--- src/rtl/uart_rx_if.sv ---
// uart_rx result bus: received word, done strobe and per-frame status.
// o_parity_err exists only when UART_RX_PARITY_EN is defined.
interface uart_rx_if #(
  parameter int DBIT = 8
);
  logic [DBIT-1:0] o_data;
  logic            o_rx_done_tick;
  logic            o_frame_err;
`ifdef UART_RX_PARITY_EN
  logic            o_parity_err;

  modport master (
    output o_data,
    output o_rx_done_tick,
    output o_frame_err,
    output o_parity_err
  );

  modport slave (
    input o_data,
    input o_rx_done_tick,
    input o_frame_err,
    input o_parity_err
  );
`else
  modport master (
    output o_data,
    output o_rx_done_tick,
    output o_frame_err
  );

  modport slave (
    input o_data,
    input o_rx_done_tick,
    input o_frame_err
  );
`endif
endinterface

--- src/rtl/uart_rx.sv ---
// uart_rx: 16x-oversampled UART receiver, LSB first, mid-bit sampling.
// Define UART_RX_PARITY_EN to add an even-parity bit and o_parity_err.
module uart_rx #(
  parameter int DBIT    = 8,
  parameter int SB_TICK = 16
) (
  input  logic      i_clk,
  input  logic      i_reset,
  input  logic      i_tick,
  input  logic      i_rx,
  uart_rx_if.master bus
);

  localparam int SW = (SB_TICK > 16) ? $clog2(SB_TICK) : 4;
  localparam int NW = (DBIT > 1) ? $clog2(DBIT) : 1;

  localparam logic [SW-1:0] S_MID  = SW'(7);
  localparam logic [SW-1:0] S_BIT  = SW'(15);
  localparam logic [SW-1:0] S_STP  = SW'(SB_TICK - 1);
  localparam logic [NW-1:0] N_LAST = NW'(DBIT - 1);

  typedef enum logic [2:0] {
    S_IDLE,
    S_START,
    S_DATA,
    S_PARITY,
    S_STOP
  } state_t;

  state_t state_q, state_d;

  logic [SW-1:0]   s_q, s_d;
  logic [NW-1:0]   n_q, n_d;
  logic [DBIT-1:0] b_q, b_d;
  logic [DBIT-1:0] data_q, data_d;
  logic            ferr_q, ferr_d;
  logic            done_q, done_d;
  logic            rx_m, rx_s, rx_d;
  logic            fall;
`ifdef UART_RX_PARITY_EN
  logic            par_q, par_d;
  logic            perr_q, perr_d;
`endif

  assign fall = rx_d & ~rx_s;

  // Two-flop synchronizer plus delayed copy for edge detection
  always_ff @(posedge i_clk) begin
    if (!i_reset) begin
      rx_m <= 1'b1;
      rx_s <= 1'b1;
      rx_d <= 1'b1;
    end else begin
      rx_m <= i_rx;
      rx_s <= rx_m;
      rx_d <= rx_s;
    end
  end

  // State and datapath registers
  always_ff @(posedge i_clk) begin
    if (!i_reset) begin
      state_q <= S_IDLE;
      s_q     <= '0;
      n_q     <= '0;
      b_q     <= '0;
      data_q  <= '0;
      ferr_q  <= 1'b0;
      done_q  <= 1'b0;
`ifdef UART_RX_PARITY_EN
      par_q   <= 1'b0;
      perr_q  <= 1'b0;
`endif
    end else begin
      state_q <= state_d;
      s_q     <= s_d;
      n_q     <= n_d;
      b_q     <= b_d;
      data_q  <= data_d;
      ferr_q  <= ferr_d;
      done_q  <= done_d;
`ifdef UART_RX_PARITY_EN
      par_q   <= par_d;
      perr_q  <= perr_d;
`endif
    end
  end

  // Next-state decode
  always_comb begin
    state_d = state_q;
    unique case (state_q)
      S_IDLE:
        if (fall) state_d = S_START;
      S_START:
        if (i_tick && s_q == S_MID)
          state_d = rx_s ? S_IDLE : S_DATA;
      S_DATA:
        if (i_tick && s_q == S_BIT && n_q == N_LAST)
`ifdef UART_RX_PARITY_EN
          state_d = S_PARITY;
`else
          state_d = S_STOP;
`endif
      S_PARITY:
        if (i_tick && s_q == S_BIT) state_d = S_STOP;
      S_STOP:
        if (i_tick && s_q == S_STP) state_d = S_IDLE;
      default:
        state_d = S_IDLE;
    endcase
  end

  // Counter, shift register and result updates
  always_comb begin
    s_d    = s_q;
    n_d    = n_q;
    b_d    = b_q;
    data_d = data_q;
    ferr_d = ferr_q;
    done_d = 1'b0;
`ifdef UART_RX_PARITY_EN
    par_d  = par_q;
    perr_d = perr_q;
`endif
    unique case (state_q)
      S_IDLE:
        if (fall) s_d = '0;
      S_START:
        if (i_tick) begin
          if (s_q == S_MID) begin
            if (!rx_s) begin
              s_d = '0;
              n_d = '0;
            end
          end else begin
            s_d = s_q + SW'(1);
          end
        end
      S_DATA:
        if (i_tick) begin
          if (s_q == S_BIT) begin
            b_d = {rx_s, b_q[DBIT-1:1]};
            s_d = '0;
            if (n_q != N_LAST) n_d = n_q + NW'(1);
          end else begin
            s_d = s_q + SW'(1);
          end
        end
      S_PARITY: begin
`ifdef UART_RX_PARITY_EN
        if (i_tick) begin
          if (s_q == S_BIT) begin
            par_d = rx_s;
            s_d   = '0;
          end else begin
            s_d = s_q + SW'(1);
          end
        end
`endif
      end
      S_STOP:
        if (i_tick) begin
          if (s_q == S_STP) begin
            data_d = b_q;
            ferr_d = ~rx_s;
            done_d = 1'b1;
`ifdef UART_RX_PARITY_EN
            perr_d = (^b_q) ^ par_q;
`endif
          end else begin
            s_d = s_q + SW'(1);
          end
        end
      default: ;
    endcase
  end

  assign bus.o_data         = data_q;
  assign bus.o_rx_done_tick = done_q;
  assign bus.o_frame_err    = ferr_q;
`ifdef UART_RX_PARITY_EN
  assign bus.o_parity_err   = perr_q;
`endif

endmodule
--- src/flat_wrapper.sv ---
// flat-port wrapper written by rule: the top's interface ports become plain ports
module uart_rx_flat 
#(
  parameter int DBIT    = 8,
  parameter int SB_TICK = 16
)
  (i_clk, i_reset, i_tick, i_rx, bus_o_data, bus_o_rx_done_tick, bus_o_frame_err);
  uart_rx_if #(.DBIT(DBIT)) bus_i ();
  input  logic i_clk;
  input  logic i_reset;
  input  logic i_tick;
  input  logic i_rx;
  output wire logic [$bits(bus_i.o_data)-1:0] bus_o_data;
  output wire logic [$bits(bus_i.o_rx_done_tick)-1:0] bus_o_rx_done_tick;
  output wire logic [$bits(bus_i.o_frame_err)-1:0] bus_o_frame_err;
  assign bus_o_data = bus_i.o_data;
  assign bus_o_rx_done_tick = bus_i.o_rx_done_tick;
  assign bus_o_frame_err = bus_i.o_frame_err;
  uart_rx #(.DBIT(DBIT), .SB_TICK(SB_TICK)) u_core (.i_clk(i_clk), .i_reset(i_reset), .i_tick(i_tick), .i_rx(i_rx), .bus(bus_i));
endmodule
--- config.mk ---
export PLATFORM = sky130hd
export DESIGN_NAME = uart_rx_flat
export DESIGN_NICKNAME = d
export VERILOG_FILES = /design/src/rtl/uart_rx_if.sv /design/src/rtl/uart_rx.sv /design/src/flat_wrapper.sv
export SDC_FILE = /design/constraint.sdc
export NUM_CORES = 1
export LEC_CHECK = 0
export BUFFER_PORTS_ARGS = -buffer_cell sky130_fd_sc_hd__buf_2
export CAP_MARGIN = 20
export CORE_MARGIN = 8
export CORE_UTILIZATION = 48
export CTS_CLUSTER_DIAMETER = 200
export CTS_CLUSTER_SIZE = 40
export DETAILED_ROUTE_END_ITERATION = 12
export PLACE_DENSITY = 0.67
export SLEW_MARGIN = 30
export SYNTH_ARGS = -nofsm -noshare
export SYNTH_HDL_FRONTEND = slang
export SYNTH_SLANG_ARGS = --single-unit
export TNS_END_PERCENT = 10
--- constraint.sdc ---
create_clock -name i_clk -period 3.89 [get_ports i_clk]
set_input_delay 0.5835 -clock i_clk [delete_from_list [all_inputs] [get_ports i_clk]]
set_output_delay 0.5835 -clock i_clk [all_outputs]
set_load 0.01 [all_outputs]
# Word level (Yosys, flattened, before mapping)
# Index checks and enable logic that the tools add are counted.
totals:
  elab_cells: 72
  ff_bits: 31
  out_inout_bits: 10
  in_bits: 4
op_classes:
  bitwise_logic: 2
  eq_ne: 22
  n_mux: 24
  add_sub_neg: 2
  reduce_logical: 12
op_table:
  columns: ["operator", "n"]
  rows:
  - ["3-bit two-way mux", 11]
  - ["4-bit two-way mux", 8]
  - ["2-bit by 1-bit inequality test with 1-bit output, second input constant", 8]
  - ["4-bit case mux with 4 select lines", 1]
  - ["3-bit case mux with 5 select lines", 1]
  - ["7-bit AND reduction", 2]
  - ["2-bit inequality test, second input constant", 5]
  - ["3-bit AND reduction", 3]
  - ["3-bit by 2-bit == test with 1-bit output, second input constant", 2]
  - ["3-bit == test, second input constant", 2]
  - ["3-bit inequality test, second input constant", 2]
  - ["3-bit case mux with 2 select lines", 1]
  - ["5-bit AND reduction", 1]
  - ["4-bit by 1-bit adder with 4-bit output, second input constant", 1]
  - ["4-bit by 3-bit == test with 1-bit output, second input constant", 1]
  - ["4-bit == test, second input constant", 1]
  - ["4-bit nonzero test", 1]
  - ["3-bit by 1-bit adder with 3-bit output, second input constant", 1]
  - ["3-bit by 1-bit == test with 1-bit output, second input constant", 1]
  - ["1-bit logical AND", 3]
  - ["3-bit zero test", 1]
  - ["2-bit two-way mux", 1]
  - ["2-bit nonzero test", 1]
  - ["1-bit bitwise AND", 1]
  - ["2 further kinds", 2]

# Depth between registers and ports, before layout
depth:
  word_depth: 5
  ltp_mapped: 7
  depth_no_buf: 7

# Worst setup path before layout
# No wires, ideal clock.
synth_path:
  path_kind: "register -> register"
  startpoint: "register u_core.s_q[0]"
  endpoint: "register u_core.s_q[3]"
  synth_period_minus_slack_ps: 1615
  arrival_ps: 1500
  stages_incl_launch_ff: 7
  slack_ps: 2275
  required_time_ps: 3775
  setup_time_ps: 115
  n_path_buf: 0
  cell_sequence: "dfxtp_1 > ha_1 > nand3b_1 > a221oi_1 > nand2b_1 > a21boi_1 > o21a_1"
synth_between:
  elab_chain_len: 4
  elab_cells_between_ends: 13
  cone_classes: "add/sub: 1; eq/ne: 4; mux: 7; reduce/logical: 1"
synth_lines:
  columns: ["element", "line", "source"]
  rows:
  - ["start: declaration", "uart_rx.sv:32", "logic [SW-1:0] s_q, s_d;"]
  - ["start signal: assignment", "uart_rx.sv:64", "s_q <= '0;"]
  - ["start signal: assignment", "uart_rx.sv:76", "s_q <= s_d;"]
  - ["4-bit by 1-bit adder with 4-bit output (tied with other cells)", "uart_rx.sv:137, uart_rx.sv:147, uart_rx.sv:172", null]
  - ["4-bit two-way mux (on tied branches)", "uart_rx.sv:164, uart_rx.sv:131, uart_rx.sv:142", null]
  - ["4-bit two-way mux (on tied branches)", "uart_rx.sv:163, uart_rx.sv:130, uart_rx.sv:141", null]
  - ["4-bit case mux with 4 select lines", "uart_rx.sv:126", "unique case (state_q)"]
# Several ways; a longest one is shown, not always the timed one. The select of a mux whose other input is x is not followed.
# A chain may end at the register's enable or synchronous reset.

# Worst setup path after layout
layout_path:
  startpoint: "register u_core.state_q[0]"
  endpoint: "register u_core.n_q[2]"
layout_between:
  elab_chain_len: 3
  elab_cells_between_ends: 11
  cone_classes: "eq/ne: 8; mux: 1; reduce/logical: 2"
layout_lines:
  columns: ["element", "line", "source"]
  rows:
  - ["start: declaration", "uart_rx.sv:30", "state_t state_q, state_d;"]
  - ["start signal: assignment", "uart_rx.sv:75", "state_q <= state_d;"]
  - ["3-bit by 2-bit == test with 1-bit output or 3-bit by 1-bit == test with 1-bit output (tied branches)", "uart_rx.sv:126", null]
  - ["2-bit by 1-bit inequality test with 1-bit output (no source line) (tied with other cells)", null, null]
  - ["7-bit AND reduction (no source line)", null, null]
  - ["end signal: assignment", "uart_rx.sv:77", "n_q <= n_d;"]
  - ["end: declaration", "uart_rx.sv:33", "logic [NW-1:0] n_q, n_d;"]
# Several ways; a longest one is shown, not always the timed one.

==> out/metrics.yaml <==
status: "finished, final reports clean"
finalHoldViolations: 0
gr-total-overflow: 0
cts-root-buf: "clkbuf_4"
num_rows: 20
cp-start-kind: "flip-flop"
grt_pass1_vias: 1042
synth.yosys.seq_area_share_pct: 41.8
p_per_area_mw_per_mm2: 322
globalplace.congestion: 0.882
syn_to_final_growth_pct: 8.00
drive_above_1_share_pct: 15.3
ctsHtreeMaxLevel: 2
critPathMaxStageDelay_ns: 0.59
critPathMaxFanout: 15
final.setup_skew_ns: 0.0104
fin_setup_tns_ns: 0
cts_buffers: 5
p_int_uw: 399
cp_cell_sequence: "or3b_1 > or3_4 > a21oi_4 > mux2i_1 > nor2b_1"
start_util_pct: 49.5
drt-total-wl_um: 2660
num_antenna_cells: 0
cts_setup_buffers: 0
p_seq_share_pct: 62.8
async_flop_share_pct: 0
vdd_drop_max_mv: 0.257
dpl.hpwl_um: 1880
cts_tree: "built"
ys_types: 39
final_common_cell: "dfxtp_1"
crit_family: "simple AND/OR/NAND/NOR gates"
cp.required_ns: 4.11
worst_setup_path_end_kind: "flip-flop"
core_area_mm2: 0.00300
pwr-share-comb_pct: 6.0
place_inst: 190
finalNonFillerCells: 196
vias: 1077
clkSinkCount: 31
vias_per_cell: 5.49
drt_iter0_drc: 114
grt_util_all_layers_pct: 11.3
die_w_um: 71.6
cts.reportedPaths.clkPinSlew_ns: 0.09
fmax_ghz: 0.515
synth_warnings: 0
grt_pass1_wl_um: 4600
cts_buffer_depth: 2
min_path_type: "flip-flop to flip-flop"
grt_max_degree: 36
ys.flop_type: "dfxtp_1"
nFillCells: 301
syn_inst: 150
antenna_found_initial: 0
worstSkewPairLatency_ns: 0.32
portBuffers: 13
cap_violations: 0
arrival_ns: 2.16
wl_met1_um: 1290
wl_per_cell_um: 13.6
cts-hold-fix-buffers: 0
finalCritPeriodShare_pct: 49.9
p_leak_uw: 0.000544
swShare_pct: 22.9
route.met2.wl_um: 1230
antenna_left: 0
die_area_mm2: 0.00513
finalMaxSlewViolations: 0
nets: 171
route.met3.wl_um: 94
final_cell_mix: "31 x dfxtp_1, 22 x nor2b_1, 20 x mux2i_1"
setup_viol: 0
die_h_um: 71.6
critPathBufInv: 0
synth_nets: 157
avgSynthCellArea_um2: 9.90
path_class: "flip-flop to flip-flop"
drc: 0
tightestPinTransition_ns: 0.502
slowest_stage: "dfxtp_1"
slew-limit-headroom_pct: 66.5
maxUsedRoutingLayer: "met4"
p_sw_uw: 118
netlist_area_mm2: 0.00149
synth_seq_cells: 31
period_needed_ns: 1.94
io_pins: 14
cts_resized: 0
synth_edf_count: 0
p_clk_share_pct: 31.1
drt_pre_antenna_iters: 4
rsz0062_at_grt: "false"
## cell families after synthesis
| group | share of synthesized area (%) |
|---|---|
| AND/OR/NAND/NOR | 28.2 |
| flip-flops | 41.8 |
| multiplexers | 13.5 |
| AO/OA/AOI/OAI | 10.7 |
| buffers and inverters | 2.70 |
| adder cells (fa/ha/maj) | 2.53 |
| XOR/XNOR | 0.590 |
## state kept, by name, summed over array words and instances (netlist names)
register and count:
u_core.b_q 8, u_core.bus.o_data 8, u_core.s_q 4, u_core.n_q 3, u_core.state_q 3, u_core.bus.o_frame_err 1
u_core.bus.o_rx_done_tick 1, u_core.rx_d 1, u_core.rx_m 1, u_core.rx_s 1
## worst paths after layout
path	from	to	slack [ns]	cells past startpoint
worst min-delay path	u_core.rx_m	u_core.rx_s	0.41	1
worst min register to register	u_core.rx_m	u_core.rx_s	0.41	1
worst max-delay path	u_core.state_q[0]	u_core.n_q[2]	1.95	5
worst max register to register	u_core.state_q[0]	u_core.n_q[2]	1.95	5
## power by group through the flow
stage,sequential (µW),clock (µW),combinational (µW)
2_1_floorplan,329,0,27.5
3_3_place_gp,332,0,30.3
3_5_place_dp,332,0,31.0
4_1_cts,325,170,31.3
5_1_grt,326,183,34.9
6_report,325,161,31.2
## cell usage after synthesis (all sizes together) (2+ instances only)
master	instances	share of area, %
dfxtp	31	42
nand2	6	1.5
nand3b	2	1.0
inv	3	0.76
nor2	7	2.8
mux2i	20	13
a21boi	3	1.5
ha	3	2.5
nand2b	6	2.5
nor2b	22	9.3
o21ai	5	1.7
clkbuf	3	0.76
and2	4	1.7
nand3	9	3.0
buf	3	1.2
nor3b	4	2.0
or3b	2	1.2
## per-stage QoR
| stage | total power, µW | hold slack, ns | instance area [µm²] | worst slack [ns] | utilization [%] |
|---|---|---|---|---|---|
| global route | 544 | 0.416 | 1600 | 1.82 | 53.4 |
| finish | 517 | 0.413 | 1600 | 1.95 | 53.4 |
| global placement | 362 | 0.407 | 1560 | 1.99 | 52.0 |
| CTS | 526 | 0.419 | 1600 | 1.96 | 53.4 |
| floorplan | 356 | 0.386 | 1490 | 2.28 | - |
| detailed placement | 363 | 0.399 | 1560 | 1.96 | 52.0 |
## area by class of cell
| cell class | count | area [µm²] | area share, % |
|---|---|---|---|
| clock buffer | 6 | 41.3 | 2.57 |
| tap | 33 | 41.3 | 2.57 |
| sequential | 31 | 621 | 38.7 |
| inverter | 3 | 11.3 | 0.702 |
| multi-input combinational | 110 | 825 | 51.4 |
| timing repair buffer | 13 | 65.1 | 4.06 |
## per-layer routing
metal / vias up / GRT usage (%)
met1: 505 / 12.8
li1: 548 / -
met5: - / 0
met3: 7 / 4.60
met4: 0 / 6.35
met2: 17 / 17.7
Power figures use the tool's default switching activity.
